File: config.mk
export PLATFORM = sky130hd
export DESIGN_NAME = user_command_sender_flat
export DESIGN_NICKNAME = d
export VERILOG_FILES = /design/src/rtl/user_command_sender_if.sv /design/src/rtl/user_command_sender.sv /design/src/flat_wrapper.sv
export SDC_FILE = /design/constraint.sdc
export NUM_CORES = 1
export LEC_CHECK = 0
export CAP_MARGIN = 20
export CORE_ASPECT_RATIO = 0.75
export CORE_MARGIN = 4
export CORE_UTILIZATION = 53
export CTS_CLUSTER_SIZE = 12
export DETAILED_ROUTE_END_ITERATION = 8
export HOLD_SLACK_MARGIN = 0.08
export PLACE_DENSITY = 0.78
export SLEW_MARGIN = 25
export SYNTH_ARGS = -nofsm -noshare
export SYNTH_HDL_FRONTEND = slang
export SYNTH_SLANG_ARGS = --single-unit
File: constraint.sdc
create_clock -name clk -period 3.7 [get_ports clk]
set_input_delay 0.74 -clock clk [delete_from_list [all_inputs] [get_ports clk]]
set_output_delay 0.74 -clock clk [all_outputs]
set_load 0.05 [all_outputs]
File: src/rtl/user_command_sender_if.sv
// Command, write-payload and response handshake between a host and user_command_sender.
// The master drives commands and payload; the slave (the sender) returns status and data.
interface user_command_sender_if;
  logic        cmd_valid;
  logic        cmd_ready;
  logic [1:0]  cmd_op;
  logic [23:0] cmd_len;
  logic [31:0] cmd_addr;
  logic [7:0]  wr_data;
  logic        wr_valid;
  logic        wr_ready;
  logic [7:0]  rd_data;
  logic        rd_valid;
  logic        busy;
  logic        done;
  logic        error;

  modport master (
    output cmd_valid, cmd_op, cmd_len, cmd_addr, wr_data, wr_valid,
    input  cmd_ready, wr_ready, rd_data, rd_valid, busy, done, error
  );

  modport slave (
    input  cmd_valid, cmd_op, cmd_len, cmd_addr, wr_data, wr_valid,
    output cmd_ready, wr_ready, rd_data, rd_valid, busy, done, error
  );
endinterface

File: src/rtl/user_command_sender.sv
// Initiator for the "!"-framed serial memory protocol: serializes one command onto a
// byte-wide UART, streams write payload, then collects and forwards the response.
module user_command_sender #(
  parameter int TIMEOUT     = 1000000,
  parameter int VERSION_LEN = 8
) (
  input  logic                 clk,
  input  logic                 reset,
  user_command_sender_if.slave cmd,
  output logic [7:0]           uart_txd,
  output logic                 uart_txd_strobe,
  input  logic                 uart_txd_ready,
  input  logic [7:0]           uart_rxd,
  input  logic                 uart_rxd_strobe
);

  localparam logic [3:0] S_IDLE  = 4'd0;
  localparam logic [3:0] S_HDR   = 4'd1;
  localparam logic [3:0] S_OP    = 4'd2;
  localparam logic [3:0] S_L2    = 4'd3;
  localparam logic [3:0] S_L1    = 4'd4;
  localparam logic [3:0] S_L0    = 4'd5;
  localparam logic [3:0] S_A3    = 4'd6;
  localparam logic [3:0] S_A2    = 4'd7;
  localparam logic [3:0] S_A1    = 4'd8;
  localparam logic [3:0] S_A0    = 4'd9;
  localparam logic [3:0] S_WDATA = 4'd10;
  localparam logic [3:0] S_WACK  = 4'd11;
  localparam logic [3:0] S_RESP  = 4'd12;

  localparam logic [1:0] OP_READ    = 2'd0;
  localparam logic [1:0] OP_WRITE   = 2'd1;
  localparam logic [1:0] OP_VERSION = 2'd2;
  localparam logic [1:0] OP_INVALID = 2'd3;

  localparam int            TW           = $clog2(TIMEOUT + 1);
  localparam logic [TW-1:0] TIMER_ONE    = TW'(1);
  localparam logic [TW-1:0] TIMEOUT_LAST = TW'(TIMEOUT - 1);

  logic [3:0]    state_reg;
  logic [1:0]    op_reg;
  logic [23:0]   len_reg;
  logic [31:0]   addr_reg;
  logic [23:0]   remaining_reg;
  logic [TW-1:0] timer_reg;
  logic [7:0]    txd_reg;
  logic          txd_strobe_reg;
  logic          wr_ready_reg;
  logic [7:0]    rd_data_reg;
  logic          rd_valid_reg;
  logic          done_reg;
  logic          error_reg;

  logic [7:0] hdr_byte;
  logic       can_tx;
  logic       timed_out;

  // A byte may only leave when the UART is ready and no strobe was issued last cycle.
  assign can_tx    = uart_txd_ready && !txd_strobe_reg;
  // timer_reg counts cycles since the last byte, so the next count reaching TIMEOUT expires.
  assign timed_out = (timer_reg == TIMEOUT_LAST);

  assign cmd.cmd_ready   = (state_reg == S_IDLE);
  assign cmd.busy        = (state_reg != S_IDLE);
  assign cmd.wr_ready    = wr_ready_reg;
  assign cmd.rd_data     = rd_data_reg;
  assign cmd.rd_valid    = rd_valid_reg;
  assign cmd.done        = done_reg;
  assign cmd.error       = error_reg;
  assign uart_txd        = txd_reg;
  assign uart_txd_strobe = txd_strobe_reg;

  always_comb begin
    hdr_byte = 8'h00;
    case (state_reg)
      S_HDR: hdr_byte = 8'h21;
      S_OP: begin
        case (op_reg)
          OP_READ:    hdr_byte = 8'h52;
          OP_WRITE:   hdr_byte = 8'h57;
          OP_VERSION: hdr_byte = 8'h56;
          default:    hdr_byte = 8'hFF;
        endcase
      end
      S_L2:    hdr_byte = len_reg[23:16];
      S_L1:    hdr_byte = len_reg[15:8];
      S_L0:    hdr_byte = len_reg[7:0];
      S_A3:    hdr_byte = addr_reg[31:24];
      S_A2:    hdr_byte = addr_reg[23:16];
      S_A1:    hdr_byte = addr_reg[15:8];
      S_A0:    hdr_byte = addr_reg[7:0];
      default: hdr_byte = 8'h00;
    endcase
  end

  always_ff @(posedge clk) begin
    if (reset) begin
      state_reg      <= S_IDLE;
      op_reg         <= 2'd0;
      len_reg        <= 24'd0;
      addr_reg       <= 32'd0;
      remaining_reg  <= 24'd0;
      timer_reg      <= '0;
      txd_reg        <= 8'd0;
      txd_strobe_reg <= 1'b0;
      wr_ready_reg   <= 1'b0;
      rd_data_reg    <= 8'd0;
      rd_valid_reg   <= 1'b0;
      done_reg       <= 1'b0;
      error_reg      <= 1'b0;
    end else begin
      txd_strobe_reg <= 1'b0;
      wr_ready_reg   <= 1'b0;
      rd_valid_reg   <= 1'b0;
      done_reg       <= 1'b0;
      error_reg      <= 1'b0;

      case (state_reg)
        S_IDLE: begin
          if (cmd.cmd_valid) begin
            op_reg    <= cmd.cmd_op;
            len_reg   <= cmd.cmd_len;
            addr_reg  <= cmd.cmd_addr;
            state_reg <= S_HDR;
          end
        end

        S_HDR, S_L2, S_L1, S_L0, S_A3, S_A2, S_A1: begin
          if (can_tx) begin
            txd_reg        <= hdr_byte;
            txd_strobe_reg <= 1'b1;
            state_reg      <= state_reg + 4'd1;
          end
        end

        // Version and invalid ops carry no length/address fields.
        S_OP: begin
          if (can_tx) begin
            txd_reg        <= hdr_byte;
            txd_strobe_reg <= 1'b1;
            remaining_reg  <= 24'(VERSION_LEN);
            timer_reg      <= TIMER_ONE;
            if (op_reg == OP_VERSION || op_reg == OP_INVALID) state_reg <= S_RESP;
            else                                               state_reg <= S_L2;
          end
        end

        S_A0: begin
          if (can_tx) begin
            txd_reg        <= hdr_byte;
            txd_strobe_reg <= 1'b1;
            remaining_reg  <= len_reg;
            timer_reg      <= TIMER_ONE;
            state_reg      <= (op_reg == OP_WRITE) ? S_WDATA : S_RESP;
          end
        end

        S_WDATA: begin
          if (remaining_reg == 24'd0) begin
            timer_reg <= TIMER_ONE;
            state_reg <= S_WACK;
          end else if (cmd.wr_valid && can_tx) begin
            txd_reg        <= cmd.wr_data;
            txd_strobe_reg <= 1'b1;
            wr_ready_reg   <= 1'b1;
            remaining_reg  <= remaining_reg - 24'd1;
            timer_reg      <= TIMER_ONE;
          end else if (timed_out) begin
            error_reg <= 1'b1;
            state_reg <= S_IDLE;
          end else begin
            timer_reg <= timer_reg + TIMER_ONE;
          end
        end

        // The acknowledge byte is consumed here and never forwarded.
        S_WACK: begin
          if (uart_rxd_strobe) begin
            if (uart_rxd == 8'h77) done_reg  <= 1'b1;
            else                   error_reg <= 1'b1;
            state_reg <= S_IDLE;
          end else if (timed_out) begin
            error_reg <= 1'b1;
            state_reg <= S_IDLE;
          end else begin
            timer_reg <= timer_reg + TIMER_ONE;
          end
        end

        S_RESP: begin
          if (op_reg == OP_INVALID) begin
            if (uart_rxd_strobe) begin
              rd_data_reg  <= uart_rxd;
              rd_valid_reg <= 1'b1;
              if (uart_rxd == 8'h3F) done_reg  <= 1'b1;
              else                   error_reg <= 1'b1;
              state_reg <= S_IDLE;
            end else if (timed_out) begin
              error_reg <= 1'b1;
              state_reg <= S_IDLE;
            end else begin
              timer_reg <= timer_reg + TIMER_ONE;
            end
          end else if (remaining_reg == 24'd0) begin
            done_reg  <= 1'b1;
            state_reg <= S_IDLE;
          end else if (uart_rxd_strobe) begin
            rd_data_reg   <= uart_rxd;
            rd_valid_reg  <= 1'b1;
            remaining_reg <= remaining_reg - 24'd1;
            timer_reg     <= TIMER_ONE;
          end else if (timed_out) begin
            error_reg <= 1'b1;
            state_reg <= S_IDLE;
          end else begin
            timer_reg <= timer_reg + TIMER_ONE;
          end
        end

        default: state_reg <= S_IDLE;
      endcase
    end
  end

endmodule

File: src/flat_wrapper.sv
// flat-port wrapper written by rule: the top's interface ports become plain ports
module user_command_sender_flat 
#(
  parameter int TIMEOUT     = 1000000,
  parameter int VERSION_LEN = 8
)
  (clk, reset, uart_txd, uart_txd_strobe, uart_txd_ready, uart_rxd, uart_rxd_strobe, cmd_cmd_valid, cmd_cmd_op, cmd_cmd_len, cmd_cmd_addr, cmd_wr_data, cmd_wr_valid, cmd_cmd_ready, cmd_wr_ready, cmd_rd_data, cmd_rd_valid, cmd_busy, cmd_done, cmd_error);
  user_command_sender_if cmd_i ();
  input  logic clk;
  input  logic reset;
  output logic [7:0] uart_txd;
  output logic uart_txd_strobe;
  input  logic uart_txd_ready;
  input  logic [7:0] uart_rxd;
  input  logic uart_rxd_strobe;
  input wire logic [$bits(cmd_i.cmd_valid)-1:0] cmd_cmd_valid;
  input wire logic [$bits(cmd_i.cmd_op)-1:0] cmd_cmd_op;
  input wire logic [$bits(cmd_i.cmd_len)-1:0] cmd_cmd_len;
  input wire logic [$bits(cmd_i.cmd_addr)-1:0] cmd_cmd_addr;
  input wire logic [$bits(cmd_i.wr_data)-1:0] cmd_wr_data;
  input wire logic [$bits(cmd_i.wr_valid)-1:0] cmd_wr_valid;
  output wire logic [$bits(cmd_i.cmd_ready)-1:0] cmd_cmd_ready;
  output wire logic [$bits(cmd_i.wr_ready)-1:0] cmd_wr_ready;
  output wire logic [$bits(cmd_i.rd_data)-1:0] cmd_rd_data;
  output wire logic [$bits(cmd_i.rd_valid)-1:0] cmd_rd_valid;
  output wire logic [$bits(cmd_i.busy)-1:0] cmd_busy;
  output wire logic [$bits(cmd_i.done)-1:0] cmd_done;
  output wire logic [$bits(cmd_i.error)-1:0] cmd_error;
  assign cmd_i.cmd_valid = cmd_cmd_valid;
  assign cmd_i.cmd_op = cmd_cmd_op;
  assign cmd_i.cmd_len = cmd_cmd_len;
  assign cmd_i.cmd_addr = cmd_cmd_addr;
  assign cmd_i.wr_data = cmd_wr_data;
  assign cmd_i.wr_valid = cmd_wr_valid;
  assign cmd_cmd_ready = cmd_i.cmd_ready;
  assign cmd_wr_ready = cmd_i.wr_ready;
  assign cmd_rd_data = cmd_i.rd_data;
  assign cmd_rd_valid = cmd_i.rd_valid;
  assign cmd_busy = cmd_i.busy;
  assign cmd_done = cmd_i.done;
  assign cmd_error = cmd_i.error;
  user_command_sender #(.TIMEOUT(TIMEOUT), .VERSION_LEN(VERSION_LEN)) u_core (.clk(clk), .reset(reset), .cmd(cmd_i), .uart_txd(uart_txd), .uart_txd_strobe(uart_txd_strobe), .uart_txd_ready(uart_txd_ready), .uart_rxd(uart_rxd), .uart_rxd_strobe(uart_rxd_strobe));
endmodule
==> results of run 1 <==
==> power by group <==
part | total (µW) | internal (µW) | switching (µW)
sequential | 1590 | 1490 | 102
combinational | 1300 | 456 | 841
clock | 1810 | 1100 | 708
total | 4700 | 3040 | 1650
==> worst min path at each step <==
stage / start / to / slack, ns
6_report: u_core.uart_txd[6] / u_core.uart_txd[6] / 0.45
5_1_grt: u_core.addr_reg[1] / u_core.addr_reg[1] / 0.48
4_1_cts: u_core.addr_reg[12] / u_core.addr_reg[12] / 0.45
3_5_place_dp: u_core.addr_reg[12] / u_core.addr_reg[12] / 0.44
3_3_place_gp: u_core.uart_txd[2] / u_core.uart_txd[2] / 0.44
2_1_floorplan: u_core.addr_reg[12] / u_core.addr_reg[12] / 0.43
==> cell families after synthesis <==
family / Yosys count
buffers and inverters: 82
AO/OA/AOI/OAI: 293
adder cells (fa/ha/maj): 6
flip-flops: 127
XOR/XNOR: 9
multiplexers: 10
AND/OR/NAND/NOR: 410
==> stage by stage <==
| step | total power, µW | std cells | utilization (%) |
|---|---|---|---|
| after floorplan | 2440 | 937 | - |
| after global placement | 2851 | 1158 | 63.82 |
| after detailed placement | 2858 | 1158 | 63.82 |
| after CTS | 4671 | 1190 | 68.88 |
| after global routing | 4891 | 1190 | 68.91 |
| final | 4696 | 1190 | 68.91 |
==> metal layers <==
layer  up-vias  track usage (%)  wire [µm]
met2       364            43.79       9278
met5         -                0          0
met1      3416            39.27       9676
met3        36            7.149       2032
li1       3534                -          -
met4         0            9.288        431
==> area by class of cell <==
cell class	instances	area, µm²
Multi-Input combinational cell	728	3994
Sequential cell	127	2542
Clock buffer	18	439.2
Clock inverter	14	192.7
Fill cell	1084	3880
Inverter	15	56.30
Timing Repair Buffer	122	1169
Tap cell	166	207.7
==> cell usage in the layout (no fill, tap or decap), drive strengths merged, types with 7 or more instances in the layout <==
cell type / count
a21oi: 126
clkbuf: 18
dfxtp: 127
nor2b: 8
nor2: 62
nand3: 20
a22oi: 10
or4: 7
inv: 23
nand4: 7
nor4: 18
or3: 12
o21ai: 60
nand2: 204
o211ai: 7
nor3: 28
mux2i: 9
o22ai: 7
clkdlybuf4s50: 101
buf: 21
and3: 8
nand2b: 13
a31oi: 9
a221oi: 13
==> worst max-delay path: stages (launching register included) <==
cell	delay, ns
dfxtp_1	0.35
inv_1	0.14
ha_1	0.20
buf_4	0.22
nand2_1	0.15
inv_1	0.14
clkdlybuf4s50_1	0.82
==> flow_summary.yaml, run 1 <==
sta:
  slew_violations: 0
  finalSetupViolCount: 0
  fin_setup_tns_ns: 0
  hold_viol: 0
  fmax_mhz: 314.7
  clock_skew_ns: 0.01158
  worstMarginPinSlew_ns: 1.010
  whs_ns: 0.4503
  min_period_over_period_pct: 85.88
  rsz0062_at_grt: "false"
  period_needed_ns: 3.178
  maxSlewHeadroom_pct: 32.35
  worst_slack_ns: 0.5224
synthesis:
  synth_most_common_cell: "nand2_1"
  synth-xor-area-share_pct: 1.149
  yosys.area_share.simple_pct: 27.85
  synthesis.instances: 937
  ys_ff_latch: 127
  ys.flop_type: "dfxtp_1"
  muxShareOfSynthArea_pct: 1.477
  synth_compound_area_share_pct: 26.57
  synth_area_leaders: "dfxtp_1 (37%), nand2_1 (11%), a21oi_1 (9.0%)"
  synth_enable_flop_cells: 0
  synth_top_family_by_area: "simple AND/OR/NAND/NOR gates"
  postSynth.asyncResetShare_pct: 0
  ys_types: 74
  syn-num-nets: 1023
  yosysSeqAreaShare_pct: 37.06
  avgSynthCellArea_um2: 7.322
  synth_commonest_cells: "nand2_1 (202), dfxtp_1 (127), a21oi_1 (124)"
  netlist_area_mm2: 0.006860
  synth_top_area_share_pct: 37.06
  synth_top_cell_by_area: "dfxtp_1"
  synth-adder-area-share_pct: 1.094
  yosysWarnings: 0
worst_setup_path:
  critPathLaunchType: "register"
  worstSetupPathType: "reg2out"
  cp-endpoint: "cmd_cmd_ready"
  cp.arrival_ns: 2.44
  rr_endpoint: "u_core.timer_reg[4]"
  worstSetupStartpoint: "u_core.state_reg[0]"
  cp_max_fo: 14
  required_ns: 2.96
  r2r_cells: 9
  rrSetupSlack_ns: 0.68
  rr_startpoint: "u_core.remaining_reg[0]"
  endpoint_kind: "primary output"
floorplanning:
  die-area_mm2: 0.01485
  ios: 103
  die_h_um: 106.5
  core_area_mm2: 0.01248
  start_util_pct: 54.97
  die_w_um: 139.4
  rows: 35
global_route:
  grt.total_usage_pct: 28.49
  grt_max_degree: 77
  antenna_found_initial: 0
  grt_pass1_wl_um: 34590
  gr-total-overflow: 0
  grt_pass1_vias: 6834
placed_design:
  dp_hpwl_um: 14540
  portBuffers: 102
  gp_congestion: 0.9564
  dp_slack_ns: 0.7269
  dpl_cell_area_mm2: 0.007965
routing:
  ant_nets: 0
  wirelength_um: 21420
  first_pass_iters: 6
  drt_iter0_markers: 850
  drcViolationCount: 0
  wl_per_cell_um: 18.00
  viasPerCell: 6.176
  num_vias: 7350
finish:
  largest_reg_flops: 32
  nNetsFinal: 1097
  fin_area_mm2: 0.008601
  drive_above_1_share_pct: 7.422
  antenna_cells: 0
  area_growth_pct: 25.37
clock_network:
  cts_root_buffer: "clkbuf_16"
  max-clock-path-buffers: 2
  path_clk_slew_ns: 0.06
  cts_num_sinks: 127
  cts_resized: 0
  clock_latency_ns: 0.43
  cts_tree: "built"
  cts_buffers: 17
  cts_hold_buf: 0
  htree_levels: 4
  cts_setup_buffers: 0
power:
  peakVddDrop_uv: 358.2
  cellPowerDensity_mw_per_mm2: 546.0
  power.leakage_uw: 0.003013
hold_path:
  whs_path_depth: 2
  hp-class: "reg2reg"
outcome:
  status: "complete, no violations"
run:
  cap_viol_max_count: 0
No activity file was read; power rests on OpenSTA's default activity.
==> run 2, diff against run 1 <==
--- a/config.mk
+++ b/config.mk
@@ -11,8 +11,10 @@
 export CORE_UTILIZATION = 53
 export CTS_CLUSTER_SIZE = 12
 export DETAILED_ROUTE_END_ITERATION = 8
+export DONT_BUFFER_PORTS = 1
 export HOLD_SLACK_MARGIN = 0.08
-export PLACE_DENSITY = 0.78
+export PLACE_DENSITY = 0.68
+export REMOVE_ABC_BUFFERS = 1
 export SLEW_MARGIN = 25
 export SYNTH_ARGS = -nofsm -noshare
 export SYNTH_HDL_FRONTEND = slang
==> flow_summary.yaml, run 2 (synthesis results as in run 1) <==
outcome:
  status: "complete, no violations"
global_route:
  grt_pass1_wl_um: 34230
  grt_max_degree: 118
  grt_pass1_vias: 6409
  gr-total-overflow: 0
  grt.total_usage_pct: 28.23
  antenna_found_initial: 0
worst_setup_path:
  worst-path-buf-inv: 0
  endpoint_kind: "register"
  cp_max_fo: 12
  cp_cell_sequence: "or4_1 > nor3_1 > nand4_1 > o211ai_1 > nor2_1 > a41oi_1 > nor2_1"
  critPathMaxStageDelay_ns: 0.63
  cp_top_family: "simple AND/OR/NAND/NOR gates"
  rr_endpoint: "u_core.timer_reg[4]"
  critPathLaunchType: "register"
  cp.arrival_ns: 3.44
  worstSetupStartpoint: "u_core.remaining_reg[12]"
  cp-endpoint: "u_core.timer_reg[4]"
  crit_slowest_cell: "or4_1"
  path_depth: 7
  crit_top_cell: "nor2_1"
  r2r_cells: 7
  rrSetupSlack_ns: 0.56
  worstSetupPathType: "reg2reg"
  rr_startpoint: "u_core.remaining_reg[12]"
  required_ns: 4.00
routing:
  first_pass_iters: 6
  viasPerCell: 6.469
  wl_met3_um: 2221
  num_vias: 7045
  wl_per_cell_um: 19.48
  drt_iter0_markers: 849
  m1WireLength_um: 10290
  wirelength_um: 21220
  drcViolationCount: 0
  wl_met2_um: 8413
  ant_nets: 0
  top_layer: "met4"
power:
  peakVddDrop_uv: 385.1
  p_switching_uw: 1549
  swShare_pct: 35.58
  p_int_uw: 2805
  p_seq_share_pct: 37.2
  comb_power_share_pct: 26.1
  power.leakage_uw: 0.002593
  cellPowerDensity_mw_per_mm2: 577.6
  clockPowerShare_pct: 36.6
placed_design:
  portBuffers: 0
  dp_hpwl_um: 15080
  gp_congestion: 1.026
finish:
  largest_reg_flops: 32
  antenna_cells: 0
  area_growth_pct: 9.885
  nNetsFinal: 997
  drive_above_1_share_pct: 8.342
  final_cell_mix: "nand2_1 (201), dfxtp_1 (127), a21oi_1 (123)"
  layout_commonest_cell: "nand2_1"
sta:
  rsz0062_at_grt: "false"
  period_needed_ns: 3.140
  fin_setup_tns_ns: 0
  whs_ns: 0.4075
  worstMarginPinSlew_ns: 0.9553
  clock_skew_ns: 0.007259
  slew_violations: 0
  finalSetupViolCount: 0
  maxSlewHeadroom_pct: 36.03
  hold_viol: 0
  fmax_mhz: 318.5
  min_period_over_period_pct: 84.87
clock_network:
  clock_latency_ns: 0.42
  htree_levels: 4
  cts_tree: "built"
  cts_buffers: 17
  cts_resized: 0
  cts_hold_buf: 0
  cts_num_sinks: 127
  max-clock-path-buffers: 2
  cts_root_buffer: "clkbuf_16"
  cts_setup_buffers: 0
  path_clk_slew_ns: 0.06
hold_path:
  whs_path_depth: 1
  hp-class: "in2reg"
floorplanning:
  start_util_pct: 54.97
  die_w_um: 139.4
  die_h_um: 106.5
  core_area_mm2: 0.01248
  die-area_mm2: 0.01485
  ios: 103
  rows: 35
run:
  cap_viol_max_count: 0
run 2: cell count changes in the layout (fill, tap and decap cells not counted), sizes merged:
| cell | before | now |
|---|---|---|
| clkdlybuf4s50 | 101 | 0 |
| inv | 23 | 17 |
| clkinvlp | 1 | 5 |
| bufinv | 3 | 1 |
| clkinv | 2 | 4 |
| buf | 21 | 22 |
| clkbuf | 18 | 19 |
run 2: area by class of cell:
| type | instances | area (µm²) |
|---|---|---|
| clock inverter | 12 | 112.6 |
| fill | 1152 | 4942 |
| clock buffer | 19 | 452.9 |
| sequential | 127 | 2542 |
| multi-input combinational | 728 | 4001 |
| inverter | 15 | 56.30 |
| timing repair buffer | 22 | 165.2 |
| tap | 166 | 207.7 |
run 2: power groups by stage:
stage / Sequential, µW / Clock [µW] / Combinational [µW]
finish: 1620 / 1600 / 1140
global route: 1630 / 1660 / 1250
CTS: 1620 / 1600 / 1120
detailed placement: 1640 / 0 / 1110
global placement: 1640 / 0 / 1090
floorplan: 1610 / 0 / 771
run 2: worst min path at each step:
stage	from	endpoint	slack, ns
2_1_floorplan	u_core.addr_reg[12]	u_core.addr_reg[12]	0.43
3_3_place_gp	u_core.addr_reg[8]	u_core.addr_reg[8]	0.44
3_5_place_dp	u_core.addr_reg[24]	u_core.addr_reg[24]	0.44
4_1_cts	reset	u_core.addr_reg[0]	0.40
5_1_grt	reset	u_core.addr_reg[0]	0.39
6_report	reset	u_core.timer_reg[18]	0.41
run 2: metal layers:
metal | GRT usage, % | up-vias
met2 | 38.62 | 365
met3 | 7.419 | 29
met5 | 0 | -
li1 | - | 3319
met4 | 7.263 | 0
met1 | 43.30 | 3332
run 2: stage by stage:
stage	instance area (µm²)	setup slack, ns	utilization [%]	std cells	total power [µW]
floorplan	6588	0.3423	-	870	2378
global placement	6964	0.8157	55.80	1058	2732
detailed placement	6964	0.6721	55.80	1058	2756
CTS	7530	0.6324	60.33	1089	4338
global route	7538	0.4227	60.40	1089	4539
finish	7538	0.5598	60.40	1089	4354
==> run 3, diff against run 2 <==
--- a/config.mk
+++ b/config.mk
@@ -13,7 +13,7 @@
 export DETAILED_ROUTE_END_ITERATION = 8
 export DONT_BUFFER_PORTS = 1
 export HOLD_SLACK_MARGIN = 0.08
-export PLACE_DENSITY = 0.68
+export PLACE_DENSITY = 0.71
 export REMOVE_ABC_BUFFERS = 1
 export SLEW_MARGIN = 25
 export SYNTH_ARGS = -nofsm -noshare
==> constraint.sdc (replaced) <==
create_clock -name clk -period 2.7 [get_ports clk]
set_input_delay 0.54 -clock clk [delete_from_list [all_inputs] [get_ports clk]]
set_output_delay 0.54 -clock clk [all_outputs]
set_load 0.05 [all_outputs]
==> flow_summary.yaml, run 3 (synthesis results as in run 1) <==
clock_network:
  clock_latency_ns: 0.42
  cts_root_buffer: "clkbuf_16"
  htree_levels: 4
  max-clock-path-buffers: 2
  cts_hold_buf: 0
  cts_num_sinks: 127
  cts_buffers: 17
  path_clk_slew_ns: 0.06
  cts_tree: "built"
routing:
  num_vias: 7297
  drcViolationCount: 0
  drt_iter0_markers: 1076
  top_layer: "met4"
  viasPerCell: 6.486
  wl_met2_um: 9094
  wl_per_cell_um: 19.83
  first_pass_iters: 7
  wirelength_um: 22310
  m1WireLength_um: 10150
  ant_nets: 0
  wl_met3_um: 2750
worst_setup_path:
  critPathMaxStageDelay_ns: 0.56
  rrSetupSlack_ns: 0.09
  rr_startpoint: "u_core.remaining_reg[8]"
  endpoint_kind: "register"
  cp.arrival_ns: 2.91
  critPathLaunchType: "register"
  cp_max_fo: 9
  r2r_cells: 8
  crit_slowest_cell: "or4_4"
  cp_cell_sequence: "or4_4 > or3_1 > nor4_4 > buf_4 > o211ai_1 > a31o_1 > a32oi_1 > nor2_1"
  required_ns: 3.00
  path_depth: 8
  worstSetupPathType: "reg2reg"
  rr_endpoint: "u_core.state_reg[1]"
  worst-path-buf-inv: 1
  cp_top_family: "simple AND/OR/NAND/NOR gates"
sta:
  worstMarginPinSlew_ns: 0.6938
  period_needed_ns: 2.609
  slew_violations: 0
  finalSetupViolCount: 0
  clock_skew_ns: 0.01353
  min_period_over_period_pct: 96.65
  hold_viol: 0
  whs_ns: 0.2059
  maxSlewHeadroom_pct: 53.75
  worst_slack_ns: 0.09054
  fmax_mhz: 383.2
power:
  power_uw: 6239
  clockPowerShare_pct: 36.6
  swShare_pct: 34.47
  p_seq_share_pct: 35.5
  power.leakage_uw: 0.002798
  p_switching_uw: 2150
  comb_power_share_pct: 27.9
  p_int_uw: 4089
  cellPowerDensity_mw_per_mm2: 787.8
  peakVddDrop_uv: 513.6
finish:
  drive_above_1_share_pct: 12.51
  antenna_cells: 0
  n_fill_cell: 1149
  multiInputGateArea_mm2: 0.004053
  layout_commonest_cell: "nand2_1"
  area_growth_pct: 15.45
  ff_latch_area_mm2: 0.002542
  largest_reg_flops: 32
  final_cell_mix: "nand2_1 (200), dfxtp_1 (127), a21oi_1 (121)"
  nNetsFinal: 1034
hold_path:
  whs_path_depth: 1
  min_to: "u_core.addr_reg[8]"
  hp-class: "in2reg"
  holdCritStartpoint: "reset"
global_route:
  grt_max_degree: 118
  gr-total-overflow: 0
  antenna_found_initial: 0
  grt.total_usage_pct: 29.37
  grt_pass1_wl_um: 35310
  grt_pass1_vias: 6715
placed_design:
  dp_slack_ns: 0.01806
  gp_congestion: 1.026
  portBuffers: 0
  dp_hpwl_um: 15570
floorplanning:
  start_util_pct: 54.97
  die-area_mm2: 0.01485
  die_h_um: 106.5
  rows: 35
  core_area_mm2: 0.01248
  die_w_um: 139.4
  ios: 103
outcome:
  status: "complete, no violations"
run:
  cap_viol_max_count: 0
==> run 3: cell type report <==
class	instances	area share, %
flip-flops and latches	127	32.10
clock buffers	19	5.466
inverters	15	0.7109
clock inverters	11	1.817
multi-input cells	728	51.17
repair buffers	59	6.114
well taps	166	2.622
==> run 3: through the flow <==
stage | cells | instance area, µm² | setup TNS, ns | util (%)
2_1_floorplan | 870 | 6588 | -44.42 | -
3_3_place_gp | 1092 | 7257 | 0 | 58.15
3_5_place_dp | 1092 | 7257 | 0 | 58.15
4_1_cts | 1122 | 7846 | 0 | 62.87
5_1_grt | 1125 | 7920 | -0.004877 | 63.46
6_report | 1125 | 7920 | 0 | 63.46
==> run 3: worst max path at each step <==
stage | from | end | slack, ns
global placement | u_core.state_reg[0] | u_core.timer_reg[6] | 0.05
floorplan | u_core.state_reg[0] | u_core.remaining_reg[4] | -0.66
global route | u_core.state_reg[0] | u_core.uart_txd[2] | -0.005
finish | u_core.remaining_reg[8] | u_core.state_reg[1] | 0.09
CTS | u_core.state_reg[0] | u_core.timer_reg[8] | 0.006
detailed placement | u_core.remaining_reg[0] | u_core.cmd.rd_data[2] | 0.02
==> run 3: power by group through the flow <==
stage	combinational (µW)	sequential (µW)	clock (µW)
detailed placement	1640	2250	0
global route	1890	2230	2380
global placement	1600	2240	0
floorplan	1060	2200	0
finish	1740	2220	2280
CTS	1660	2210	2290
==> run 3: layer usage <==
metal / global-route usage [%] / vias to the layer above
li1: - / 3391
met1: 43.87 / 3398
met2: 40.97 / 458
met3: 8.723 / 50
met4: 7.402 / 0
met5: 0 / -
==> run 3: what timing repair did <==
action                     CTS  global route
buffers inserted             0             3
pin swaps                    0             1
gates cloned                 0             0
resized for setup            2            12
setup endpoints to repair    7            29
